--- config.mk ---
export PLATFORM = sky130hd
export DESIGN_NAME = pulse_stretch
export DESIGN_NICKNAME = d
export VERILOG_FILES = /design/src/rtl/pulse_stretch.sv
export SDC_FILE = /design/constraint.sdc
export NUM_CORES = 1
export LEC_CHECK = 0
export ABC_AREA = 1
export BUFFER_PORTS_ARGS = -buffer_cell sky130_fd_sc_hd__buf_2
export CAP_MARGIN = 20
export CORE_MARGIN = 3
export CORE_UTILIZATION = 45
export CTS_CLUSTER_DIAMETER = 50
export DETAILED_ROUTE_END_ITERATION = 12
export PLACE_DENSITY = 0.69
export SYNTH_ARGS = -nofsm -noshare
export SYNTH_HDL_FRONTEND = slang
export SYNTH_SLANG_ARGS = --single-unit
--- constraint.sdc ---
create_clock -name clk -period 1.25 [get_ports clk]
set_input_delay 0.125 -clock clk [delete_from_list [all_inputs] [get_ports clk]]
set_output_delay 0.125 -clock clk [all_outputs]
set_load 0.1 [all_outputs]
--- src/rtl/pulse_stretch.sv ---
// Event pulse stretcher: each accepted strobe becomes a len-cycle high pulse followed by GAP low cycles.
// Define PULSE_STRETCH_QUEUE_EN to queue events that arrive while busy, up to QDEPTH of them; otherwise they are dropped.
module pulse_stretch #(
  parameter int GAP    = 2,
  parameter int QDEPTH = 3
) (
  input  logic       clk,
  input  logic       reset,
  input  logic       en,
  input  logic       in,
  input  logic [7:0] len,
  output logic       out,
  output logic       busy,
  output logic       overflow
);

  // state    | meaning
  // ST_IDLE  | waiting for an event
  // ST_HIGH  | driving the stretched pulse, len_cnt_q cycles remain
  // ST_GAP   | forced-low spacing, gap_cnt_q cycles remain
  typedef enum logic [1:0] {ST_IDLE, ST_HIGH, ST_GAP} state_t;

  localparam int GW = (GAP < 1) ? 1 : $clog2(GAP + 1);
  localparam logic [GW-1:0] GAP_LOAD = GW'(GAP);

  if (QDEPTH < 1 || QDEPTH > 255) begin : g_qdepth_check
    $error("pulse_stretch: QDEPTH out of range 1..255");
  end

  state_t          state_q, state_d;
  logic [7:0]      len_cnt_q, len_cnt_d;
  logic [GW-1:0]   gap_cnt_q, gap_cnt_d;
  logic            out_q, out_d;
  logic            busy_q, busy_d;
  logic            ovf_q, ovf_d;

  logic            evt;
  logic            busy_evt;
  logic            last_high;
  logic            last_gap;
  logic            pulse_end;
  logic            replay;
  logic            drop;
  logic [7:0]      len_eff;

  assign evt       = in & en;
  assign busy_evt  = evt && (state_q != ST_IDLE);
  assign last_high = (state_q == ST_HIGH) && (len_cnt_q <= 8'd1);
  assign last_gap  = (state_q == ST_GAP) && (gap_cnt_q <= GW'(1));
  assign pulse_end = (GAP == 0) ? last_high : last_gap;
  assign len_eff   = (len == 8'd0) ? 8'd1 : len;

`ifdef PULSE_STRETCH_QUEUE_EN
  localparam int PW = $clog2(QDEPTH + 1);
  localparam logic [PW-1:0] QMAX = PW'(QDEPTH);

  logic [PW-1:0]   pending_q, pending_d;
  logic            accept;

  // An event landing on the final cycle is consumed directly by the replay, so pending is net unchanged.
  assign accept = busy_evt && (pending_q != QMAX);
  assign drop   = busy_evt && !accept;
  assign replay = pulse_end && ((pending_q != '0) || accept);

  always_comb begin
    pending_d = pending_q;
    case ({accept, replay})
      2'b10:   pending_d = pending_q + PW'(1);
      2'b01:   pending_d = pending_q - PW'(1);
      default: pending_d = pending_q;
    endcase
  end

  always_ff @(posedge clk) begin
    if (!reset) pending_q <= '0;
    else        pending_q <= pending_d;
  end
`else
  assign drop   = busy_evt;
  assign replay = 1'b0;
`endif

  always_comb begin
    state_d   = state_q;
    len_cnt_d = len_cnt_q;
    gap_cnt_d = gap_cnt_q;
    case (state_q)
      ST_IDLE: begin
        if (evt) begin
          state_d   = ST_HIGH;
          len_cnt_d = len_eff;
        end
      end
      ST_HIGH: begin
        len_cnt_d = len_cnt_q - 8'd1;
        if (last_high) begin
          if (GAP == 0) begin
            if (replay) begin
              state_d   = ST_HIGH;
              len_cnt_d = len_eff;
            end else begin
              state_d = ST_IDLE;
            end
          end else begin
            state_d   = ST_GAP;
            gap_cnt_d = GAP_LOAD;
          end
        end
      end
      ST_GAP: begin
        gap_cnt_d = gap_cnt_q - GW'(1);
        if (last_gap) begin
          if (replay) begin
            state_d   = ST_HIGH;
            len_cnt_d = len_eff;
          end else begin
            state_d = ST_IDLE;
          end
        end
      end
      default: state_d = ST_IDLE;
    endcase
    out_d  = (state_d == ST_HIGH);
    busy_d = (state_d != ST_IDLE);
    ovf_d  = drop;
  end

  always_ff @(posedge clk) begin
    if (!reset) begin
      state_q   <= ST_IDLE;
      len_cnt_q <= '0;
      gap_cnt_q <= '0;
      out_q     <= 1'b0;
      busy_q    <= 1'b0;
      ovf_q     <= 1'b0;
    end else begin
      state_q   <= state_d;
      len_cnt_q <= len_cnt_d;
      gap_cnt_q <= gap_cnt_d;
      out_q     <= out_d;
      busy_q    <= busy_d;
      ovf_q     <= ovf_d;
    end
  end

  assign out      = out_q;
  assign busy     = busy_q;
  assign overflow = ovf_q;

endmodule

# [Word level (Yosys, flattened, before mapping)]
# Cells that the tools add are included.
[word_totals] register_bits=15 out_inout_bits=3 wordCells=36
[op_classes] addsub=2 n_lt_le_gt_ge=2 n_eq_ne=5 mux=9 bitwise=1 reduce_logical=11
[ops] op="8-bit two-way mux" n=2
[ops] op="8-bit case mux with 2 select lines" n=1
[ops] op="8-bit by 1-bit <= comparator with 1-bit output (second input constant)" n=1
[ops] op="8-bit zero test" n=1
[ops] op="2-bit two-way mux" n=4
[ops] op="2-bit nonzero test" n=4
[ops] op="8-bit by 1-bit subtractor with 8-bit output (second input constant)" n=1
[ops] op="2-bit case mux with 3 select lines" n=1
[ops] op="2-bit by 1-bit equality test with 1-bit output (second input constant)" n=2
[ops] op="2-bit inequality test (second input constant)" n=2
[ops] op="2-bit case mux with 2 select lines" n=1
[ops] op="2-bit AND reduction" n=2
[ops] op="1-bit logical AND" n=3
[ops] op="2-bit equality test (second input constant)" n=1
[ops] op="2-bit by 1-bit <= comparator with 1-bit output (second input constant)" n=1
[ops] op="2-bit zero test" n=1
[ops] op="2-bit by 1-bit subtractor with 2-bit output (second input constant)" n=1
[ops] op="1-bit AND" n=1

# [Longest topological paths before layout]
[logic_depth] depth_word=5 depth_mapped=8 ltp_nobuf=8

# [Worst setup path before layout]
# No wires, ideal clock.
[synth_timing] path_kind="register to register" start="register len_cnt_q[0]" end="register len_cnt_q[4]" arrival_ps=1171 path_slack_ps=13 path_stages_with_launch=9 path_buffers=0 cell_sequence="dfxtp_1 inv_1 ha_1 inv_1 nor3_4 nand2_1 nand2_1 inv_1 a21oi_2"
[synth_via] elab_chain_len=2
[synth_rtl] element="start: declaration" line_no="31" rtl="logic [7:0] len_cnt_q, len_cnt_d;"
[synth_rtl] element="start signal: assignment" line_no="138" rtl="len_cnt_q <= len_cnt_d;"
[synth_rtl] element="8-bit by 1-bit subtractor with 8-bit output" line_no="95" rtl="len_cnt_d = len_cnt_q - 8'd1;"
[synth_rtl] element="8-bit case mux with 2 select lines" line_no="87" rtl="case (state_q)"
# Every way passes these cells.
# A chain may end at the register's enable or synchronous reset.

# [Worst setup path after layout]
[layout_timing] start="register len_cnt_q[0]" end="register busy_q (netlist: busy)"
[layout_via] elab_chain_len=5
[layout_rtl] element="8-bit by 1-bit <= comparator with 1-bit output" line_no="48" rtl="assign last_high = (state_q == ST_HIGH) && (len_cnt_q <= 8'd1);"
[layout_rtl] element="1-bit logical AND" line_no="48"
[layout_rtl] element="2-bit two-way mux" line_no="96" rtl="if (last_high) begin"
[layout_rtl] element="2-bit case mux with 3 select lines" line_no="87"
[layout_rtl] element="2-bit nonzero test" line_no="124" rtl="busy_d = (state_d != ST_IDLE);"
[layout_rtl] element="end signal: assignment" line_no="141" rtl="busy_q <= busy_d;"
[layout_rtl] element="end: declaration" line_no="34" rtl="logic busy_q, busy_d;"
# Every way passes these cells.

==> metrics <==
status finished, final reports clean; WHS Path Cells 3; Mapped Cells 133; worst slew pin tran 0.4851 ns; PwrDens about 1300 mW/mm2; Boundary Pins 15; Synth top cells by count nand2_1, inv_1, dfxtp_1; r2r setup slk around 0.017 ns; first-pass GRT wire length 3753 um; Max VDD drop 0.7704 mV; Final Net Count 171; Tcrit/Tclk final roughly 100%; clk root buf clkbuf_4; Post-synth EDFFs 0; fin. max-slew vios 0; die area 0.002546 mm2; hold-fix buffer count after cts 0; post-synth top area cell dfxtp_1; final worst setup slack 0.01717 ns; CTS Buffer Depth 2; share of post-route cells with drive strength above 1 30.32%; hpwl dp 1589 um; Pint 821.9 uW; largest net degree at the start of global routing 10; # port buffers 14; RePlAce Congestion about 0.87; row cnt 15; Chip Width 50.46 um; core area between 0.0015 and 0.002 mm2; R2R depth 6; f_max 811.1 MHz; Post-synth top flop dfxtp_1; syn nets 148; Worst Hold End overflow; share of the synthesized area in the top cell type 33.76%; GRT Util Overall just under 20%; CTS tree done; TritonCTS Buffers 3; #FFs+latches synth 15; P&R area growth vs syn 21.10%; Worst Hold Class input port to register; Core Util, Final 59.79%; Critical Path End Type register; Final setup viols 0; library cells used by synthesis 24; # diodes 0; Worst-path clk slew around 0.1 ns; Rel. slew slack 67.88%; Skew-Pair Late Insertion Delay 0.30 ns; per-cell routed wire length 11.58 um; first-iteration detailed-routing DRC count 32; Syn Std Cell Area 889.6 um2; Multi-input gate area about 500 um2; Critical R2R Launch len_cnt_q[0]; Sw Ratio 38.99%; Leak 0.5637 nW; Chip Height 50.46 um; Post-DRT Antenna Nets 0; GRT overflow 0; Min-Delay Startpoint en; dpl ws -0.04936 ns; Num Clock Sinks 15; H-tree levels 1; WS Path Type register to register; starting density of the core 49.37%; dominant cells by area after synthesis dfxtp_1, nand2_1, inv_1; Filler cells 177; DRC viols 0; minimum clock period roughly 1.2 ns; Worst Path Required 1.44 ns; Vias/cell 4.889; Arr. time, crit path ~1.4 ns; Sw Pwr 525.2 uW; final wirelength around 2100 um; Sequential Power Share 42.4%; RSZ-0062 raised after global routing true; startpoint types register; top-count cell post-synth nand2_1; vias in the first global route 862; sequential area share after synthesis 33.76%; RR Endpoint busy; FF/Latch Area 304.0 um2; yosys warns 0; clk_skew around 0.011 ns; average size of a mapped cell around 6.7 um2; Hold Fails Final Rpt 0; DR pass1 iterations 5; Logic pwr share 35.6%; maxcap violations 0; total vias in the final route 880; Clock power frac 21.9%; CP Max Fanout 3; initial antenna violation count 0; ys async rst share 0%
## metrics by stage
stage          area (um2)  setup TNS (ns)  std cells  total power [mW]  hold WS (ns)
3_5_place_dp         1008         -0.1004        174             1.014        0.3889
2_1_floorplan       889.6               0        133            0.9032        0.2509
3_3_place_gp         1008               0        174             1.006        0.3841
6_report             1077               0        180             1.347       0.08457
5_1_grt              1077         -0.1270        180             1.438        0.1141
4_1_cts              1042               0        178             1.311       0.07991
## worst max path at each step
stage | slack [ns] | from | end | cells past startpoint
6_report | 0.02 | len_cnt_q[0] | busy | 6
5_1_grt | -0.04 | len_cnt_q[0] | busy | 6
4_1_cts | 0.01 | len_cnt_q[1] | len_cnt_q[4] | 8
3_5_place_dp | -0.05 | len_cnt_q[1] | len_cnt_q[4] | 8
3_3_place_gp | 0.01 | len_cnt_q[1] | len_cnt_q[4] | 8
2_1_floorplan | 0.01 | len_cnt_q[0] | len_cnt_q[4] | 8
## state kept, by name, summed over array words and instances (netlist names)
signal and count:
overflow 1, out 1, len_cnt_q 8, state_q 2
gap_cnt_q 2, busy 1
## cells in the final DEF (no fill, tap or decap), types with 2 or more instances in the layout
cell      synthesis  final
inv_4             0      2
nand2_2           3      3
inv_1            24     20
buf_4             0      5
dfxtp_1          15     12
nor2_4            2      2
o21ai_0           8      8
buf_2             1     14
nor2_1           11     10
dfxtp_2           0      3
inv_2             4      6
nand3_1          13     13
nand2_1          32     32
clkbuf_4          0      3
a21oi_1           5      5
## critical path: stages, from the launching register on
cell and delay [ns]:
dfxtp_2 0.34, buf_4 0.14, ha_2 0.19, o2111ai_2 0.22, nand2_1 0.10, nand2_1 0.09
nand2_1 0.05
## metal layers
layer  GRT usage (%)  routed length (um)  share of wire [%]  vias up
li1                -                   -                  -      464
met1           24.27                 978                 47      384
met2           33.26                 961                 46       27
met3           2.671                  96                4.6        5
met4           10.76                  49                2.4        0
met5               0                   0                  0        -
## logic make-up after synthesis
group                    synth area share, %
adder cells (fa/ha/maj)                4.220
AND/OR/NAND/NOR                        36.43
buffers and inverters                  12.38
flip-flops                             33.76
AO/OA/AOI/OAI                          13.22
## cell type report
| class | instances | share of cell area (%) |
|---|---|---|
| flip-flops and latches | 15 | 28.22 |
| repair buffers | 19 | 9.988 |
| multi-input cells | 89 | 46.11 |
| well taps | 25 | 2.904 |
| inverters | 28 | 10.22 |
| clock buffers | 3 | 2.091 |
| clock inverters | 1 | 0.4646 |
## timing repair
item / 4_1_cts / 5_1_grt
buffers inserted: 0 / 2
setup endpoints to repair: 5 / 9
resized for setup: 3 / 10
hold endpoints to repair: 0 / 0
pin swaps: 3 / 4
## power groups by stage
stage	registers, mW	logic (mW)	clock network, mW
after floorplan	0.628	0.275	0
after global placement	0.576	0.431	0
after detailed placement	0.576	0.438	0
after CTS	0.566	0.444	0.301
after global routing	0.579	0.536	0.323
final	0.572	0.480	0.295
Note: power is estimated with default switching activity, not from simulation.
